`src/rtl/alu_pkg.sv`:
```
// Shared opcode encoding and default datapath width for the ALU issue/retire slice.
package alu_pkg;

  localparam int ALU_WIDTH = 64;

  typedef logic [1:0] alu_op_t;

  localparam alu_op_t ALU_OP_AND = 2'd0;
  localparam alu_op_t ALU_OP_OR  = 2'd1;
  localparam alu_op_t ALU_OP_ADD = 2'd2;
  localparam alu_op_t ALU_OP_SUB = 2'd3;

endpackage

```
`src/rtl/alu_issue_stage_if.sv`:
```
// Bundle of request, ALU-side and retire signals for alu_issue_stage.
// Optional flag outputs exist only when ALU_ISSUE_FLAGS_EN is defined.
import alu_pkg::*;

interface alu_issue_stage_if #(
  parameter int N     = ALU_WIDTH,
  parameter int TAG_W = 4
);
  // Both handshakes: a transfer happens on a rising edge where valid & ready are
  // both high; the sender holds its payload stable while valid is high and ready low.
  logic             op_valid_i;
  logic             op_ready_o;
  alu_op_t          op_ctrl_i;
  logic [N-1:0]     op_a_i;
  logic [N-1:0]     op_b_i;
  alu_op_t          alu_control_o;
  logic [N-1:0]     alu_a_o;
  logic [N-1:0]     alu_b_o;
  logic [N-1:0]     alu_result_i;
  logic             alu_carry_i;
  logic             res_valid_o;
  logic             res_ready_i;
  logic [N-1:0]     res_data_o;
  logic             res_carry_o;
  logic [TAG_W-1:0] res_tag_o;
`ifdef ALU_ISSUE_FLAGS_EN
  logic             res_zero_o;
  logic             res_neg_o;
  logic             res_ovf_o;
`endif

  modport slave (
    input  op_valid_i, op_ctrl_i, op_a_i, op_b_i, alu_result_i, alu_carry_i, res_ready_i,
    output op_ready_o, alu_control_o, alu_a_o, alu_b_o,
           res_valid_o, res_data_o, res_carry_o, res_tag_o
`ifdef ALU_ISSUE_FLAGS_EN
    , output res_zero_o, res_neg_o, res_ovf_o
`endif
  );

  modport master (
    output op_valid_i, op_ctrl_i, op_a_i, op_b_i, alu_result_i, alu_carry_i, res_ready_i,
    input  op_ready_o, alu_control_o, alu_a_o, alu_b_o,
           res_valid_o, res_data_o, res_carry_o, res_tag_o
`ifdef ALU_ISSUE_FLAGS_EN
    , input res_zero_o, res_neg_o, res_ovf_o
`endif
  );

endinterface

```
`src/rtl/pipe_valid_reg.sv`:
```
// Valid-tracked data register: load wins over clear; data holds when not loading.
module pipe_valid_reg #(
  parameter int W = 8
) (
  input  logic         clk,
  input  logic         rst,
  input  logic         load,
  input  logic         clear,
  input  logic [W-1:0] d,
  output logic         valid,
  output logic [W-1:0] q
);

  always_ff @(posedge clk) begin
    if (rst) begin
      valid <= 1'b0;
      q     <= '0;
    end else if (load) begin
      valid <= 1'b1;
      q     <= d;
    end else if (clear) begin
      valid <= 1'b0;
    end
  end

endmodule

```
`src/rtl/alu_issue_stage.sv`:
```
// Two-stage issue/retire wrapper around an external combinational ALU.
// Define ALU_ISSUE_FLAGS_EN to add registered zero/negative/overflow outputs.
import alu_pkg::*;

module alu_issue_stage #(
  parameter int N     = ALU_WIDTH,
  parameter int TAG_W = 4
) (
  input  logic               clk_i,
  input  logic               rst_i,
  alu_issue_stage_if.slave   bus
);

  localparam int S1_W = 2 + 2 * N + TAG_W;
`ifdef ALU_ISSUE_FLAGS_EN
  localparam int S2_W = N + 1 + TAG_W + 3;
`else
  localparam int S2_W = N + 1 + TAG_W;
`endif

  logic             s1_valid;
  logic             s2_valid;
  logic             s1_adv;
  logic             s2_drain;
  logic             accept;
  logic [TAG_W-1:0] tag_cnt;
  logic [TAG_W-1:0] s1_tag;
  logic [S1_W-1:0]  s1_d;
  logic [S1_W-1:0]  s1_q;
  logic [S2_W-1:0]  s2_d;
  logic [S2_W-1:0]  s2_q;
  logic             carry_m;

  // Stage 1 may advance whenever stage 2 is empty or is retiring this cycle.
  assign s1_adv         = s1_valid & (~s2_valid | bus.res_ready_i);
  assign bus.op_ready_o = ~s1_valid | s1_adv;
  assign accept         = bus.op_valid_i & bus.op_ready_o;
  assign s2_drain       = s2_valid & bus.res_ready_i;

  always_ff @(posedge clk_i) begin
    if (rst_i) begin
      tag_cnt <= '0;
    end else if (accept) begin
      tag_cnt <= tag_cnt + {{(TAG_W-1){1'b0}}, 1'b1};
    end
  end

  assign s1_d = {bus.op_ctrl_i, bus.op_a_i, bus.op_b_i, tag_cnt};

  pipe_valid_reg #(.W(S1_W)) u_s1 (
    .clk   (clk_i),
    .rst   (rst_i),
    .load  (accept),
    .clear (s1_adv),
    .d     (s1_d),
    .valid (s1_valid),
    .q     (s1_q)
  );

  assign {bus.alu_control_o, bus.alu_a_o, bus.alu_b_o, s1_tag} = s1_q;

  // Logic ops have no meaningful carry, so whatever the ALU drives is dropped.
  assign carry_m = bus.alu_control_o[1] & bus.alu_carry_i;

`ifdef ALU_ISSUE_FLAGS_EN
  logic zero_d;
  logic neg_d;
  logic ovf_d;

  always_comb begin
    zero_d = (bus.alu_result_i == '0);
    neg_d  = bus.alu_result_i[N-1];
    ovf_d  = 1'b0;
    case (bus.alu_control_o)
      ALU_OP_ADD: ovf_d = (bus.alu_a_o[N-1] == bus.alu_b_o[N-1]) &&
                          (bus.alu_result_i[N-1] != bus.alu_a_o[N-1]);
      ALU_OP_SUB: ovf_d = (bus.alu_a_o[N-1] != bus.alu_b_o[N-1]) &&
                          (bus.alu_result_i[N-1] != bus.alu_a_o[N-1]);
      default:    ovf_d = 1'b0;
    endcase
  end

  assign s2_d = {bus.alu_result_i, carry_m, s1_tag, zero_d, neg_d, ovf_d};
  assign {bus.res_data_o, bus.res_carry_o, bus.res_tag_o,
          bus.res_zero_o, bus.res_neg_o, bus.res_ovf_o} = s2_q;
`else
  assign s2_d = {bus.alu_result_i, carry_m, s1_tag};
  assign {bus.res_data_o, bus.res_carry_o, bus.res_tag_o} = s2_q;
`endif

  pipe_valid_reg #(.W(S2_W)) u_s2 (
    .clk   (clk_i),
    .rst   (rst_i),
    .load  (s1_adv),
    .clear (s2_drain),
    .d     (s2_d),
    .valid (s2_valid),
    .q     (s2_q)
  );

  assign bus.res_valid_o = s2_valid;

endmodule

```
`src/flat_wrapper.sv`:
```
// flat-port wrapper written by rule: the top's interface ports become plain ports
module alu_issue_stage_flat 
#(
  parameter int N     = ALU_WIDTH,
  parameter int TAG_W = 4
)
  (clk_i, rst_i, bus_op_valid_i, bus_op_ctrl_i, bus_op_a_i, bus_op_b_i, bus_alu_result_i, bus_alu_carry_i, bus_res_ready_i, bus_op_ready_o, bus_alu_control_o, bus_alu_a_o, bus_alu_b_o, bus_res_valid_o, bus_res_data_o, bus_res_carry_o, bus_res_tag_o);
  alu_issue_stage_if #(.N(N), .TAG_W(TAG_W)) bus_i ();
  input  logic clk_i;
  input  logic rst_i;
  input wire logic [$bits(bus_i.op_valid_i)-1:0] bus_op_valid_i;
  input wire logic [$bits(bus_i.op_ctrl_i)-1:0] bus_op_ctrl_i;
  input wire logic [$bits(bus_i.op_a_i)-1:0] bus_op_a_i;
  input wire logic [$bits(bus_i.op_b_i)-1:0] bus_op_b_i;
  input wire logic [$bits(bus_i.alu_result_i)-1:0] bus_alu_result_i;
  input wire logic [$bits(bus_i.alu_carry_i)-1:0] bus_alu_carry_i;
  input wire logic [$bits(bus_i.res_ready_i)-1:0] bus_res_ready_i;
  output wire logic [$bits(bus_i.op_ready_o)-1:0] bus_op_ready_o;
  output wire logic [$bits(bus_i.alu_control_o)-1:0] bus_alu_control_o;
  output wire logic [$bits(bus_i.alu_a_o)-1:0] bus_alu_a_o;
  output wire logic [$bits(bus_i.alu_b_o)-1:0] bus_alu_b_o;
  output wire logic [$bits(bus_i.res_valid_o)-1:0] bus_res_valid_o;
  output wire logic [$bits(bus_i.res_data_o)-1:0] bus_res_data_o;
  output wire logic [$bits(bus_i.res_carry_o)-1:0] bus_res_carry_o;
  output wire logic [$bits(bus_i.res_tag_o)-1:0] bus_res_tag_o;
  assign bus_i.op_valid_i = bus_op_valid_i;
  assign bus_i.op_ctrl_i = bus_op_ctrl_i;
  assign bus_i.op_a_i = bus_op_a_i;
  assign bus_i.op_b_i = bus_op_b_i;
  assign bus_i.alu_result_i = bus_alu_result_i;
  assign bus_i.alu_carry_i = bus_alu_carry_i;
  assign bus_i.res_ready_i = bus_res_ready_i;
  assign bus_op_ready_o = bus_i.op_ready_o;
  assign bus_alu_control_o = bus_i.alu_control_o;
  assign bus_alu_a_o = bus_i.alu_a_o;
  assign bus_alu_b_o = bus_i.alu_b_o;
  assign bus_res_valid_o = bus_i.res_valid_o;
  assign bus_res_data_o = bus_i.res_data_o;
  assign bus_res_carry_o = bus_i.res_carry_o;
  assign bus_res_tag_o = bus_i.res_tag_o;
  alu_issue_stage #(.N(N), .TAG_W(TAG_W)) u_core (.clk_i(clk_i), .rst_i(rst_i), .bus(bus_i));
endmodule
```
`config.mk`:
```
export PLATFORM = sky130hd
export DESIGN_NAME = alu_issue_stage_flat
export DESIGN_NICKNAME = d
export VERILOG_FILES = /design/src/rtl/alu_pkg.sv /design/src/rtl/alu_issue_stage_if.sv /design/src/rtl/pipe_valid_reg.sv /design/src/rtl/alu_issue_stage.sv /design/src/flat_wrapper.sv
export SDC_FILE = /design/constraint.sdc
export NUM_CORES = 1
export LEC_CHECK = 0
export CORE_UTILIZATION = 38
export CTS_CLUSTER_SIZE = 16
export DETAILED_ROUTE_END_ITERATION = 12
export PLACE_DENSITY = 0.84
export SYNTH_ARGS = -nofsm -noshare
export SYNTH_HDL_FRONTEND = slang
export SYNTH_SLANG_ARGS = --single-unit
```
`constraint.sdc`:
```
create_clock -name clk_i -period 1.26 [get_ports clk_i]
set_input_delay 0.252 -clock clk_i [delete_from_list [all_inputs] [get_ports clk_i]]
set_output_delay 0.252 -clock clk_i [all_outputs]
set_load 0.02 [all_outputs]
```
==> results.sh <==
export IMPL_outcome="finished with violations"
export IMPL_violations="negative setup slack"
export IMPL_ctsRootBufferMaster="clkbuf_16"
export IMPL_clockBufferDepth=3
export IMPL_fin_crit_sh_pct=120
export IMPL_ys_ff_latch=209
export IMPL_dp_cells=1570
export IMPL_rows=55
export IMPL_core_area_mm2=0.0227
export IMPL_postLayoutCoreUtil_pct=55.4
export IMPL_setup_viol=211
export IMPL_fin_crit_ns=1.51
export IMPL_worstHoldStart="rst_i"
export IMPL_grt_pass1_vias=8422
export IMPL_final_cell_count_no_fill=1622
export IMPL_clock_fmax_mhz=661
export IMPL_placed_area_mm2=0.0123
export IMPL_p_leak_nw=5.11
export IMPL_slew_headroom_pct=79.3
export IMPL_endpoint_kind="output port"
export IMPL_route_detailed_drc=0
export IMPL_pin_count=400
export IMPL_arrival_ns=1.26
export IMPL_fin_area_mm2=0.0126
export IMPL_diodes=0
export IMPL_critPathKind="reg2out"
export IMPL_finalMaxSlewViolations=0
export IMPL_ys_seq_area_share_pct=47.4
export IMPL_rsz0062_at_grt="true"
export IMPL_setup_tns_final_ns=-19.25
export IMPL_drt_met1_wl_um=11500
export IMPL_fp_dieW_um=154
export IMPL_wl_per_cell_um=18.2
export IMPL_tightestPinTransition_ns=0.310
export IMPL_worstSkewPairLatency_ns=0.50
export IMPL_start_kind="register"
export IMPL_yosysWarningCount=0
export IMPL_required_ns=1.01
export IMPL_drv_cap=0
export IMPL_htreeDepth=1
export IMPL_vias=8793
export IMPL_peakVddDrop_uv=1080
export IMPL_synth_cell_types=20
export IMPL_postRouteAntennaNets=0
export IMPL_cts_tree="done"
export IMPL_place_congestion=0.814
export IMPL_clock_sinks=209
export IMPL_grt_max_degree=57
export IMPL_routed_wl_um=29500
export IMPL_cts_buffers=23
export IMPL_antenna_found_initial=0
export IMPL_hold_class="in2reg"
export IMPL_synth_nets=1285
export IMPL_grt_overflow_total=0
export IMPL_grt_first_pass_wirelength_um=43500
export IMPL_routed_wl_met2_um=14700
export IMPL_syn_cell_area_mm2=0.00883
export IMPL_met3_length_um=2430
export IMPL_port_buffers=399
export IMPL_syn_instance_count=1085
export IMPL_hold_buffers=0
export IMPL_crit_fanout=3
export IMPL_power_density_mw_per_mm2=1300
export IMPL_grt_util_all_layers_pct=22.2
export IMPL_area_growth_pct=42.5
export IMPL_syn_area_per_cell_um2=8.14
export IMPL_via_per_inst=5.42
export IMPL_clk_pin_slew_ns=0.06
export IMPL_finClkSkew_ns=0.00486
export IMPL_setup_ws_ns=-0.252
export IMPL_drt_iter0_markers=679
export IMPL_rr_startpoint="u_core.u_s1.valid$_SDFFE_PP0P_"
export IMPL_crit_start="u_core.u_s1.valid$_SDFFE_PP0P_"
export IMPL_die_area_mm2=0.0239
export IMPL_highest_layer="met4"
export IMPL_timing_hold_violations_final=0
export IMPL_die_y_um=154
export IMPL_hpwl_um=19100
export IMPL_nNetsFinal=1523
export IMPL_layout_drive_gt1_share_pct=23.2
export IMPL_start_util_pct=38.9
export IMPL_firstDrtPassIters=5
## critical path: stages, from the launching register on
cell,delay (ns)
dfxtp_2,0.35
and3b_4,0.22
inv_4,0.06
buf_6,0.13
## registers in the layout (all words and copies together) (netlist names)
signal and cells:
u_core.tag_cnt 4, u_core.u_s1.q 134, u_core.u_s1.valid 1, u_core.u_s2.valid 1, u_core.u_s2.q 69
## worst paths after layout
check / to / slack [ns] / depth (start not counted)
setup / recovery: bus_op_ready_o / -0.25 / 3
hold / removal: u_core.u_s1.q[4]$_SDFFE_PP0P_ / 0.08 / 2
setup reg to reg: u_core.u_s1.q[90]$_SDFFE_PP0P_ / -0.21 / 7
hold reg to reg: u_core.u_s1.q[2]$_SDFFE_PP0P_ / 0.46 / 2
## synthesized netlist by cell type
cell      instances  area, um2
a21oi_1         209       1050
and2b_1           1       7.51
and3b_1           1       8.76
buf_1             2       7.51
buf_2            12       60.1
buf_4           134       1010
buf_6             4       45.0
clkbuf_1         89        334
clkbuf_2          3       15.0
dfxtp_1         209       4180
ha_1              1       12.5
inv_1             1       3.75
inv_2             2       7.51
nand2_1           1       3.75
nand2b_1          1       6.26
nand3_1         203       1020
nand4_1           2       12.5
o21ai_0         196        981
o21ai_1          11       55.1
or3_1             3       18.8
## area by class of cell
type	instances	area, um2
well taps	285	357
clock inverters	4	70.1
inverters	3	16.3
repair buffers	457	4080
multi-input cells	629	3200
fillers	2049	10100
clock buffers	35	671
flip-flops and latches	209	4190
## cell usage in the layout, fill, tap and decap left out, types with 7 or more instances in the layout
cell / netlist / final
nand3_1: 203 / 203
clkbuf_16: 0 / 27
o21ai_0: 196 / 98
dfxtp_2: 0 / 7
a21oi_1: 209 / 208
buf_12: 0 / 21
buf_6: 4 / 8
dfxtp_1: 209 / 202
clkbuf_1: 89 / 7
buf_4: 134 / 106
clkdlybuf4s50_1: 0 / 196
o21ai_1: 11 / 104
buf_2: 12 / 116
## what timing repair did
| item | 4_1_cts | 5_1_grt |
|---|---|---|
| pin swaps | 1 | 25 |
| resized for setup | 907 | 41 |
| cloned | 0 | 8 |
| setup buffers | 0 | 5 |
| setup endpoints to repair | 402 | 360 |
## power by group
part | internal, mW | total [mW] | switching (mW) | leakage [nW]
sequential | 6.96 | 7.13 | 0.166 | 1.72
combinational | 1.25 | 2.61 | 1.36 | 3.03
clock | 4.05 | 6.68 | 2.63 | 0.364
## logic make-up after synthesis
logic type / share of synthesized area [%]
flops: 47.4
buf+inv: 16.7
compound gates: 23.6
simple gates: 12.2
fa+ha+maj: 0.142
## metrics by stage
| stage | hold WS [ns] | setup WS (ns) | power (mW) |
|---|---|---|---|
| final | 0.0824 | -0.252 | 16.4 |
| after global routing | 0.0821 | -0.295 | 17.0 |
| after CTS | 0.0684 | -0.248 | 16.5 |
| after detailed placement | 0.466 | -0.639 | 10.0 |
| after global placement | 0.458 | -0.615 | 9.98 |
| after floorplan | 0.400 | -0.0363 | 8.73 |
## metal layers
metal / up-vias / track usage [%]
met5: - / 0
met4: 0 / 7.92
met3: 70 / 5.07
met2: 429 / 39.3
met1: 4132 / 26.3
li1: 4162 / -
No activity file was read; power rests on OpenSTA's default activity.
